--- src/rtl/qspi_flash_pkg.sv ---
`default_nettype none
// +--------------------------------------------------------------------------+
// | qspi_flash_pkg                                                           |
// | Opcodes and responder state encoding shared by the QSPI flash responder, |
// | the flash controller and their benches.                                  |
// | Revision: 1.0                                                            |
// +--------------------------------------------------------------------------+
package qspi_flash_pkg;

  localparam logic [7:0] OP_READ  = 8'h03;
  localparam logic [7:0] OP_QREAD = 8'h6B;
  localparam logic [7:0] OP_RDID  = 8'h9F;

  typedef enum logic [2:0] {
    ST_IDLE   = 3'd0,
    ST_CMD    = 3'd1,
    ST_ADDR   = 3'd2,
    ST_DUMMY  = 3'd3,
    ST_DATA_S = 3'd4,
    ST_DATA_Q = 3'd5,
    ST_ID     = 3'd6,
    ST_IGNORE = 3'd7
  } qspi_state_e;

endpackage
`default_nettype wire

--- src/rtl/qspi_in_sync.sv ---
`default_nettype none
// +--------------------------------------------------------------------------+
// | qspi_in_sync                                                             |
// | 2-FF synchronizers for the QSPI pads with edge pulses for SCLK and CSb.  |
// | Revision: 1.0                                                            |
// +--------------------------------------------------------------------------+
module qspi_in_sync (
  input  logic       CLK,
  input  logic       RSTb,
  input  logic       i_sclk,
  input  logic       i_csb,
  input  logic [3:0] i_io,
  output logic       o_sclk_rise,
  output logic       o_sclk_fall,
  output logic       o_csb_rise,
  output logic       o_csb_fall,
  output logic [3:0] o_io
);

  // [0],[1] synchronize, [2] holds the previous synchronized value
  logic [2:0] r_sclk;
  logic [2:0] r_csb;
  logic [3:0] r_io_meta;
  logic [3:0] r_io_sync;

  // CSb history resets low, so a select held low across reset yields no fall
  always_ff @(posedge CLK) begin
    if (!RSTb) begin
      r_sclk    <= 3'b000;
      r_csb     <= 3'b000;
      r_io_meta <= 4'h0;
      r_io_sync <= 4'h0;
    end else begin
      r_sclk    <= {r_sclk[1:0], i_sclk};
      r_csb     <= {r_csb[1:0], i_csb};
      r_io_meta <= i_io;
      r_io_sync <= r_io_meta;
    end
  end

  assign o_sclk_rise = r_sclk[1] & ~r_sclk[2];
  assign o_sclk_fall = ~r_sclk[1] & r_sclk[2];
  assign o_csb_rise  = r_csb[1] & ~r_csb[2];
  assign o_csb_fall  = ~r_csb[1] & r_csb[2];
  assign o_io        = r_io_sync;

endmodule
`default_nettype wire

--- src/rtl/qspi_flash_responder.sv ---
`default_nettype none
// +--------------------------------------------------------------------------+
// | qspi_flash_responder                                                     |
// | QSPI NOR-flash device model: decodes 03/6B/9F and serves memory bytes.   |
// | Revision: 1.0                                                            |
// +--------------------------------------------------------------------------+
module qspi_flash_responder
  import qspi_flash_pkg::*;
#(
  parameter int          ADDR_W       = 24,
  parameter logic [23:0] JEDEC_ID     = 24'hEF4018,
  parameter int          DUMMY_CYCLES = 8
) (
  input  logic              CLK,
  input  logic              RSTb,
  input  logic              qspi_sclk,
  input  logic              qspi_csb,
  input  logic [3:0]        qspi_io_in,
  output logic [3:0]        qspi_io_out,
  output logic [3:0]        qspi_io_oe,
  output logic              mem_rd,
  output logic [ADDR_W-1:0] mem_addr,
  input  logic [7:0]        mem_rdata,
  output logic              busy,
  output logic              cmd_error
);

  localparam logic [5:0] c_dummy_last = 6'(DUMMY_CYCLES - 1);

  logic        w_sclk_rise, w_sclk_fall, w_csb_rise, w_csb_fall;
  logic [3:0]  w_io;
  logic        w_unused_io;
  logic [23:0] w_rx_next;
  logic [4:0]  w_id_sel;
  logic        w_bad_op;
  logic [3:0]  w_oe_nxt;
  qspi_state_e r_state, w_state_nxt;

  logic [5:0]        r_cnt;
  logic [23:0]       r_rx;
  logic              r_quad;
  logic [ADDR_W-1:0] r_addr;
  logic              r_mem_rd, r_rd_d;
  logic [7:0]        r_nbuf, r_tx;
  logic [4:0]        r_id_pos;
  logic [3:0]        r_io_out, r_oe;
  logic              r_cmd_err;

  qspi_in_sync u_sync (
    .CLK         (CLK),
    .RSTb        (RSTb),
    .i_sclk      (qspi_sclk),
    .i_csb       (qspi_csb),
    .i_io        (qspi_io_in),
    .o_sclk_rise (w_sclk_rise),
    .o_sclk_fall (w_sclk_fall),
    .o_csb_rise  (w_csb_rise),
    .o_csb_fall  (w_csb_fall),
    .o_io        (w_io)
  );

  // Only IO0 carries host bits for the supported single-input opcodes
  assign w_unused_io = ^w_io[3:1];
  assign w_rx_next   = {r_rx[22:0], w_io[0]};
  assign w_id_sel    = 5'd23 - r_id_pos;

  always_ff @(posedge CLK) begin
    if (!RSTb) r_state <= ST_IDLE;
    else       r_state <= w_state_nxt;
  end

  always_comb begin
    w_state_nxt = r_state;
    w_bad_op    = 1'b0;
    w_oe_nxt    = 4'h0;
    if (w_csb_rise) begin
      w_state_nxt = ST_IDLE;
    end else begin
      case (r_state)
        ST_IDLE:  if (w_csb_fall) w_state_nxt = ST_CMD;
        ST_CMD: begin
          if (w_sclk_rise && r_cnt == 6'd7) begin
            if (w_rx_next[7:0] == OP_READ || w_rx_next[7:0] == OP_QREAD) begin
              w_state_nxt = ST_ADDR;
            end else if (w_rx_next[7:0] == OP_RDID) begin
              w_state_nxt = ST_ID;
            end else begin
              w_state_nxt = ST_IGNORE;
              w_bad_op    = 1'b1;
            end
          end
        end
        ST_ADDR:  if (w_sclk_rise && r_cnt == 6'd23) w_state_nxt = r_quad ? ST_DUMMY : ST_DATA_S;
        ST_DUMMY: if (w_sclk_rise && r_cnt == c_dummy_last) w_state_nxt = ST_DATA_Q;
        default:  ;
      endcase
    end
    case (w_state_nxt)
      ST_DATA_S, ST_ID: w_oe_nxt = 4'b0010;
      ST_DATA_Q:        w_oe_nxt = 4'hF;
      default:          w_oe_nxt = 4'h0;
    endcase
  end

  always_ff @(posedge CLK) begin
    if (!RSTb) begin
      r_cnt     <= 6'd0;
      r_rx      <= 24'h0;
      r_quad    <= 1'b0;
      r_addr    <= '0;
      r_mem_rd  <= 1'b0;
      r_rd_d    <= 1'b0;
      r_nbuf    <= 8'h0;
      r_tx      <= 8'h0;
      r_id_pos  <= 5'd0;
      r_io_out  <= 4'h0;
      r_oe      <= 4'h0;
      r_cmd_err <= 1'b0;
    end else begin
      r_mem_rd  <= 1'b0;
      r_rd_d    <= r_mem_rd;
      r_cmd_err <= w_bad_op;
      r_oe      <= w_oe_nxt;
      if (r_rd_d) r_nbuf <= mem_rdata;
      if (w_csb_rise) begin
        r_cnt    <= 6'd0;
        r_id_pos <= 5'd0;
        r_io_out <= 4'h0;
      end else begin
        case (r_state)
          ST_IDLE: if (w_csb_fall) begin
            r_cnt    <= 6'd0;
            r_id_pos <= 5'd0;
          end
          ST_CMD: if (w_sclk_rise) begin
            r_rx   <= w_rx_next;
            r_quad <= (w_rx_next[7:0] == OP_QREAD);
            r_cnt  <= (r_cnt == 6'd7) ? 6'd0 : r_cnt + 6'd1;
          end
          ST_ADDR: if (w_sclk_rise) begin
            r_rx <= w_rx_next;
            if (r_cnt == 6'd23) begin
              r_cnt    <= 6'd0;
              r_addr   <= w_rx_next[ADDR_W-1:0];
              r_mem_rd <= 1'b1;
            end else begin
              r_cnt <= r_cnt + 6'd1;
            end
          end
          ST_DUMMY: if (w_sclk_rise) r_cnt <= (r_cnt == c_dummy_last) ? 6'd0 : r_cnt + 6'd1;
          // First bit/nibble of a byte comes from the prefetch buffer and triggers the next fetch
          ST_DATA_S: if (w_sclk_fall) begin
            r_cnt <= (r_cnt == 6'd7) ? 6'd0 : r_cnt + 6'd1;
            if (r_cnt == 6'd0) begin
              r_io_out <= {2'b00, r_nbuf[7], 1'b0};
              r_tx     <= {r_nbuf[6:0], 1'b0};
              r_addr   <= r_addr + 1'b1;
              r_mem_rd <= 1'b1;
            end else begin
              r_io_out <= {2'b00, r_tx[7], 1'b0};
              r_tx     <= {r_tx[6:0], 1'b0};
            end
          end
          ST_DATA_Q: if (w_sclk_fall) begin
            r_cnt <= (r_cnt == 6'd1) ? 6'd0 : r_cnt + 6'd1;
            if (r_cnt == 6'd0) begin
              r_io_out <= r_nbuf[7:4];
              r_tx     <= r_nbuf;
              r_addr   <= r_addr + 1'b1;
              r_mem_rd <= 1'b1;
            end else begin
              r_io_out <= r_tx[3:0];
            end
          end
          ST_ID: if (w_sclk_fall) begin
            r_io_out <= {2'b00, JEDEC_ID[w_id_sel], 1'b0};
            r_id_pos <= (r_id_pos == 5'd23) ? 5'd0 : r_id_pos + 5'd1;
          end
          default: ;
        endcase
      end
    end
  end

  assign qspi_io_out = r_io_out;
  assign qspi_io_oe  = r_oe;
  assign mem_rd      = r_mem_rd;
  assign mem_addr    = r_addr;
  assign busy        = (r_state != ST_IDLE);
  assign cmd_error   = r_cmd_err;

endmodule
`default_nettype wire
--- config.mk ---
export PLATFORM = sky130hd
export DESIGN_NAME = qspi_flash_responder
export DESIGN_NICKNAME = d
export VERILOG_FILES = /design/src/rtl/qspi_flash_pkg.sv /design/src/rtl/qspi_in_sync.sv /design/src/rtl/qspi_flash_responder.sv
export SDC_FILE = /design/constraint.sdc
export NUM_CORES = 1
export LEC_CHECK = 0
export CAP_MARGIN = 10
export CORE_UTILIZATION = 59
export CTS_CLUSTER_DIAMETER = 50
export DETAILED_ROUTE_END_ITERATION = 6
export DONT_BUFFER_PORTS = 1
export PLACE_DENSITY = 0.85
export SLEW_MARGIN = 40
export SYNTH_ARGS = -nofsm -noshare
export SYNTH_HDL_FRONTEND = slang
export SYNTH_HIERARCHICAL = 1
export SYNTH_SLANG_ARGS = --single-unit
--- constraint.sdc ---
create_clock -name CLK -period 5.7 [get_ports CLK]
set_input_delay 1.14 -clock CLK [delete_from_list [all_inputs] [get_ports CLK]]
set_output_delay 1.14 -clock CLK [all_outputs]
set_load 0.03 [all_outputs]
* Word level (Yosys, flattened, before mapping)
Memories as Yosys holds them, arrays and structs flattened.
Cells that the tools add are included.
** Operators by class
- Multiplexer cells :: 46
- Eq/ne operators :: 26
- Add/sub/neg operators :: 4
- Bitwise gates (word level) :: 12
- Reductions and logical operators :: 24
- $lt $le $gt $ge :: 1
** Operators with widths (number)
- 2-to-1 mux 24 bit :: 4
- 2-to-1 mux 6 bit :: 8
- one-hot mux 24 bit (2 select lines) :: 1
- 2-to-1 mux 8 bit :: 4
- one-hot mux 6 bit (5 select lines) :: 1
- adder 24 x 1 -> 24 bit (second input constant) :: 1
- 2-to-1 mux 3 bit :: 7
- equality test 3 bit (second input constant) :: 6
- 2-to-1 mux 4 bit :: 4
- one-hot mux 8 bit (2 select lines) :: 1
- 2-to-1 mux 5 bit :: 3
- inequality test 2 x 1 -> 1 bit (second input constant) :: 7
- one-hot mux 3 bit (4 select lines) :: 1
- one-hot mux 4 bit (3 select lines) :: 1
- AND reduction 6 bit :: 2
- one-hot mux 5 bit (2 select lines) :: 1
- OR reduction 2 bit :: 5
- AND reduction 3 bit :: 3
- equality test 8 x 2 -> 1 bit (second input constant) :: 1
- equality test 8 x 7 -> 1 bit (second input constant) :: 1
- equality test 8 bit (second input constant) :: 1
- inverter 1 bit :: 8
- one-hot mux 4 bit (2 select lines) :: 1
- 2-to-1 mux 1 bit :: 7
- 24 further kinds :: 34
** Storage, ports and cells
- Memories :: 1
- Word-level logic and storage cells :: 131
- Flip-flop bits (word level) :: 97
- ROM bits :: 32
** Memories
- (name not given) :: words 32, bits a word 1, rd ports 1, clocked after Yosys merged registers in 0, wr ports 0, line qspi_flash_responder.sv:176 : r_io_out <= {2'b00, JEDEC_ID[w_id_sel], 1'b0};

* Longest topological paths before layout
- Word-level depth :: 9
- Depth in mapped cells :: 9

* Cells and area by module
Netlist, hierarchy kept.
** By module, submodules not included
- qspi_flash_responder :: area an instance 4620.7 um2, instances 1, cells an instance 571
- qspi_in_sync :: area an instance 416.6 um2, instances 1, cells an instance 33

* Worst setup path after synthesis
No wires, ideal clock.
- Kind :: in2reg
- From :: input port RSTb
- To :: register r_oe[2], in the netlist qspi_io_oe[2]
- Cell stages on the path :: 4
- Library setup time :: 78 ps
- Arrival time :: 2160 ps
- Data required time :: 5622 ps
- Slack :: 3462 ps
- Buffers on the path :: 0
- Cell sequence :: nand2b_1 or4_1 o22a_1 nor3_1
** RTL lines
- start: declaration :: line qspi_flash_responder.sv:15 : input logic RSTb,
- end signal: assignment :: line qspi_flash_responder.sv:123 : r_oe <= w_oe_nxt;
- end: declaration :: line qspi_flash_responder.sv:46 : logic [3:0] r_io_out, r_oe;

* Worst setup path in the final report
- From :: register r_state[1]
- To :: register r_addr[7], in the netlist mem_addr[7]
** Between the ends
- Word-level cells in the longest chain between the ends :: 4
- Elaborated cells on any way between the ends :: 11
- Those cells by class :: eq/ne: 7; mux: 1; reduce/logical: 3
** RTL lines
- start: declaration :: line qspi_flash_responder.sv:37 : qspi_state_e r_state, w_state_nxt;
- start signal: assignment :: line qspi_flash_responder.sv:69 : else r_state <= w_state_nxt;
- equality test 3 bit :: line qspi_flash_responder.sv:130 : case (r_state)
- OR reduction 2 bit (no source line)
- inequality test 2 x 1 -> 1 bit (no source line) or nonzero test 2 bit (tied branches)
- AND reduction 6 bit (no source line)
- end signal: assignment :: line qspi_flash_responder.sv:144 : r_addr <= w_rx_next[ADDR_W-1:0];
- end signal: assignment :: line qspi_flash_responder.sv:157 : r_addr <= r_addr + 1'b1;
- end signal: assignment :: line qspi_flash_responder.sv:169 : r_addr <= r_addr + 1'b1;
- end: declaration :: line qspi_flash_responder.sv:42 : logic [ADDR_W-1:0] r_addr;
Parallel ways exist; a longest one is shown, timed or not.
A chain may end at the register's enable or synchronous reset.

==> results_dict.tcl <==
set metrics [dict create \
    status "finished clean" \
    pin_count 51 \
    post_cts_resized 0 \
    maxSlewHeadroom 0.4328 \
    worst_setup_path_end_kind "flip-flop" \
    cp_slowest_stage_delay_ns 0.71 \
    dpl-instance-area_um2 4863 \
    cpLargestDelayFamily "compound AO/OA/AOI/OAI gates" \
    grt_pass1_vias 4005 \
    avgViaCountPerCell 6.432 \
    synth_nets 617 \
    firstDrtPassIters 5 \
    grt_usage 0.2622 \
    antenna_cells 0 \
    stdcell_area_um2 5084 \
    rsz0062_at_grt "false" \
    dpl.cell_count 657 \
    crit_fanout 20 \
    drt-initial-drc-count 361 \
    syn_area_um2 4872 \
    worst_pin_slew_ns 0.8496 \
    crit_path_start_kind "flip-flop" \
    crit_chain "nor2b_1 -> nand3_1 -> o31ai_4 -> buf_4 -> a21oi_1 -> a211oi_1" \
    gp_congestion 0.8181 \
    fin_cells 672 \
    finalNetCount 591 \
    fmax_mhz 357.9 \
    cp.buffers_inverters 1 \
    dieWidth_um 92.88 \
    h-tree-depth 3 \
    syn2layout_area_growth_pct 4.340 \
    synth_cells 592 \
    io_buffer_count 0 \
    layout-drive-gt1-share 0.06491 \
    cts_made_buffers 9 \
    cp_data_required_time_ns 5.99 \
    clock_path_buffers 2 \
    drtAntennaViolNets 0 \
    rows 32 \
    critPathSlowestCell "dfxtp_1" \
    post-cts-setup-buffers 0 \
    cts-root-buf "clkbuf_8" \
    path_clk_slew_ns 0.10 \
    p_leak_nw 1.858 \
    grt_max_degree 48 \
    finalCritPeriodShare 0.4901 \
    tns_ns 0 \
    yosys_warnings 6 \
    syn_avg_cell_area_um2 8.230 \
    start_util 0.6209 \
    fp.dieH_um 92.88 \
    wl_per_cell_um 16.24 \
    cts_num_sinks 95 \
    post-route-min-period_ns 2.794 \
    p_per_area_nw_per_um2 236.6 \
    vdd_drop_max_v 0.0001568 \
    fin_ws_ns 2.906 \
    die_area_um2 8626 \
    arrival_ns 3.08 \
    pre_cts_slack_ns 2.952 \
    gr-total-overflow 0 \
    slew_violations 0 \
    dp_hpwl_um 7444 \
    finalSetupViolations 0 \
    finalClockSkew_ns 0.01745 \
    route.detailed.drc 0 \
    insertion_delay_ns 0.37 \
    maxCapViolCount 0 \
    grt_pass1_wl_um 18170 \
    vias 4322 \
    core_area_um2 7848 \
    worstSetupPathType "reg2reg" \
    antenna_found_initial 0 \
    postCtsHoldBufs 0 \
    wl_um 10920 \
    hold_class "reg2reg" \
    cts_tree "built" \
    final_hold_viol_count 0 \
]
## layout by cell type, fill, tap and decap left out, types with 9 or more instances in the layout
| cell type | instances |
|---|---|
| clkbuf_8 | 10 |
| nor2_1 | 72 |
| nor3_1 | 12 |
| nand4_1 | 13 |
| and2_1 | 14 |
| a211oi_1 | 9 |
| a21oi_1 | 49 |
| mux2i_1 | 40 |
| a31oi_1 | 9 |
| inv_1 | 14 |
| nand3_1 | 23 |
| ha_1 | 9 |
| o21ai_0 | 32 |
| dfxtp_1 | 95 |
| nand2_1 | 48 |
## path summary, 6_finish.rpt
| check | from | slack, ns | cells past startpoint | end |
|---|---|---|---|---|
| worst max-delay path | r_state[1] | 2.91 | 6 | mem_addr[7] |
| worst min-delay path | u_sync/r_csb[0] | 0.44 | 1 | u_sync/r_csb[1] |
| worst max register to register | r_state[1] | 2.91 | 6 | mem_addr[7] |
| worst min register to register | u_sync/r_csb[0] | 0.44 | 1 | u_sync/r_csb[1] |
## layout make-up
class / count / area, um2
clock inverters: 5 / 82.58
multi-input cells: 440 / 2736
clock buffers: 10 / 137.6
flip-flops and latches: 95 / 1902
fillers: 673 / 2764
well taps: 102 / 127.6
repair buffers: 6 / 45.04
inverters: 14 / 52.55
## metal layers
metal	vias to the layer above	part of all wire	GRT usage
met2	157	0.48	0.4418
met3	21	0.071	0.06076
met1	2069	0.42	0.3132
met5	-	0	0
met4	0	0.021	0.1256
li1	2075	-	-
## flip-flops by register name, indices dropped and copies added (netlist names), 2 cells and up
name           count
u_sync/r_csb       3
r_nbuf             8
r_cnt              6
u_sync/r_sclk      3
qspi_io_oe         2
r_rx              23
mem_addr          24
qspi_io_out        4
r_state            3
r_tx               8
r_id_pos           5
## per-stage QoR
stage | util | total power [W] | hold WS, ns
final | 0.6478 | 0.001203 | 0.4382
after global routing | 0.6478 | 0.001242 | 0.4731
after CTS | 0.6478 | 0.001208 | 0.4404
after detailed placement | 0.6197 | 0.0007268 | 0.4198
after global placement | 0.6188 | 0.0007257 | 0.4168
after floorplan | - | 0.0007213 | 0.4119
## worst reg2reg max path, cell delays in order, from the launching register on
cell and delay [ns]:
dfxtp_1 0.71, nor2b_1 0.51, nand3_1 0.24, o31ai_4 0.60, buf_4 0.33, a21oi_1 0.09, a211oi_1 0.25
## report_power, final
| part | internal (W) | total [W] | switching, W |
|---|---|---|---|
| registers | 0.000666 | 0.000672 | 0.00000533 |
| clock network | 0.000256 | 0.000491 | 0.000234 |
| logic | 0.0000133 | 0.0000402 | 0.0000269 |
| total | 0.000936 | 0.00120 | 0.000267 |
No activity file was read; power rests on OpenSTA's default activity.
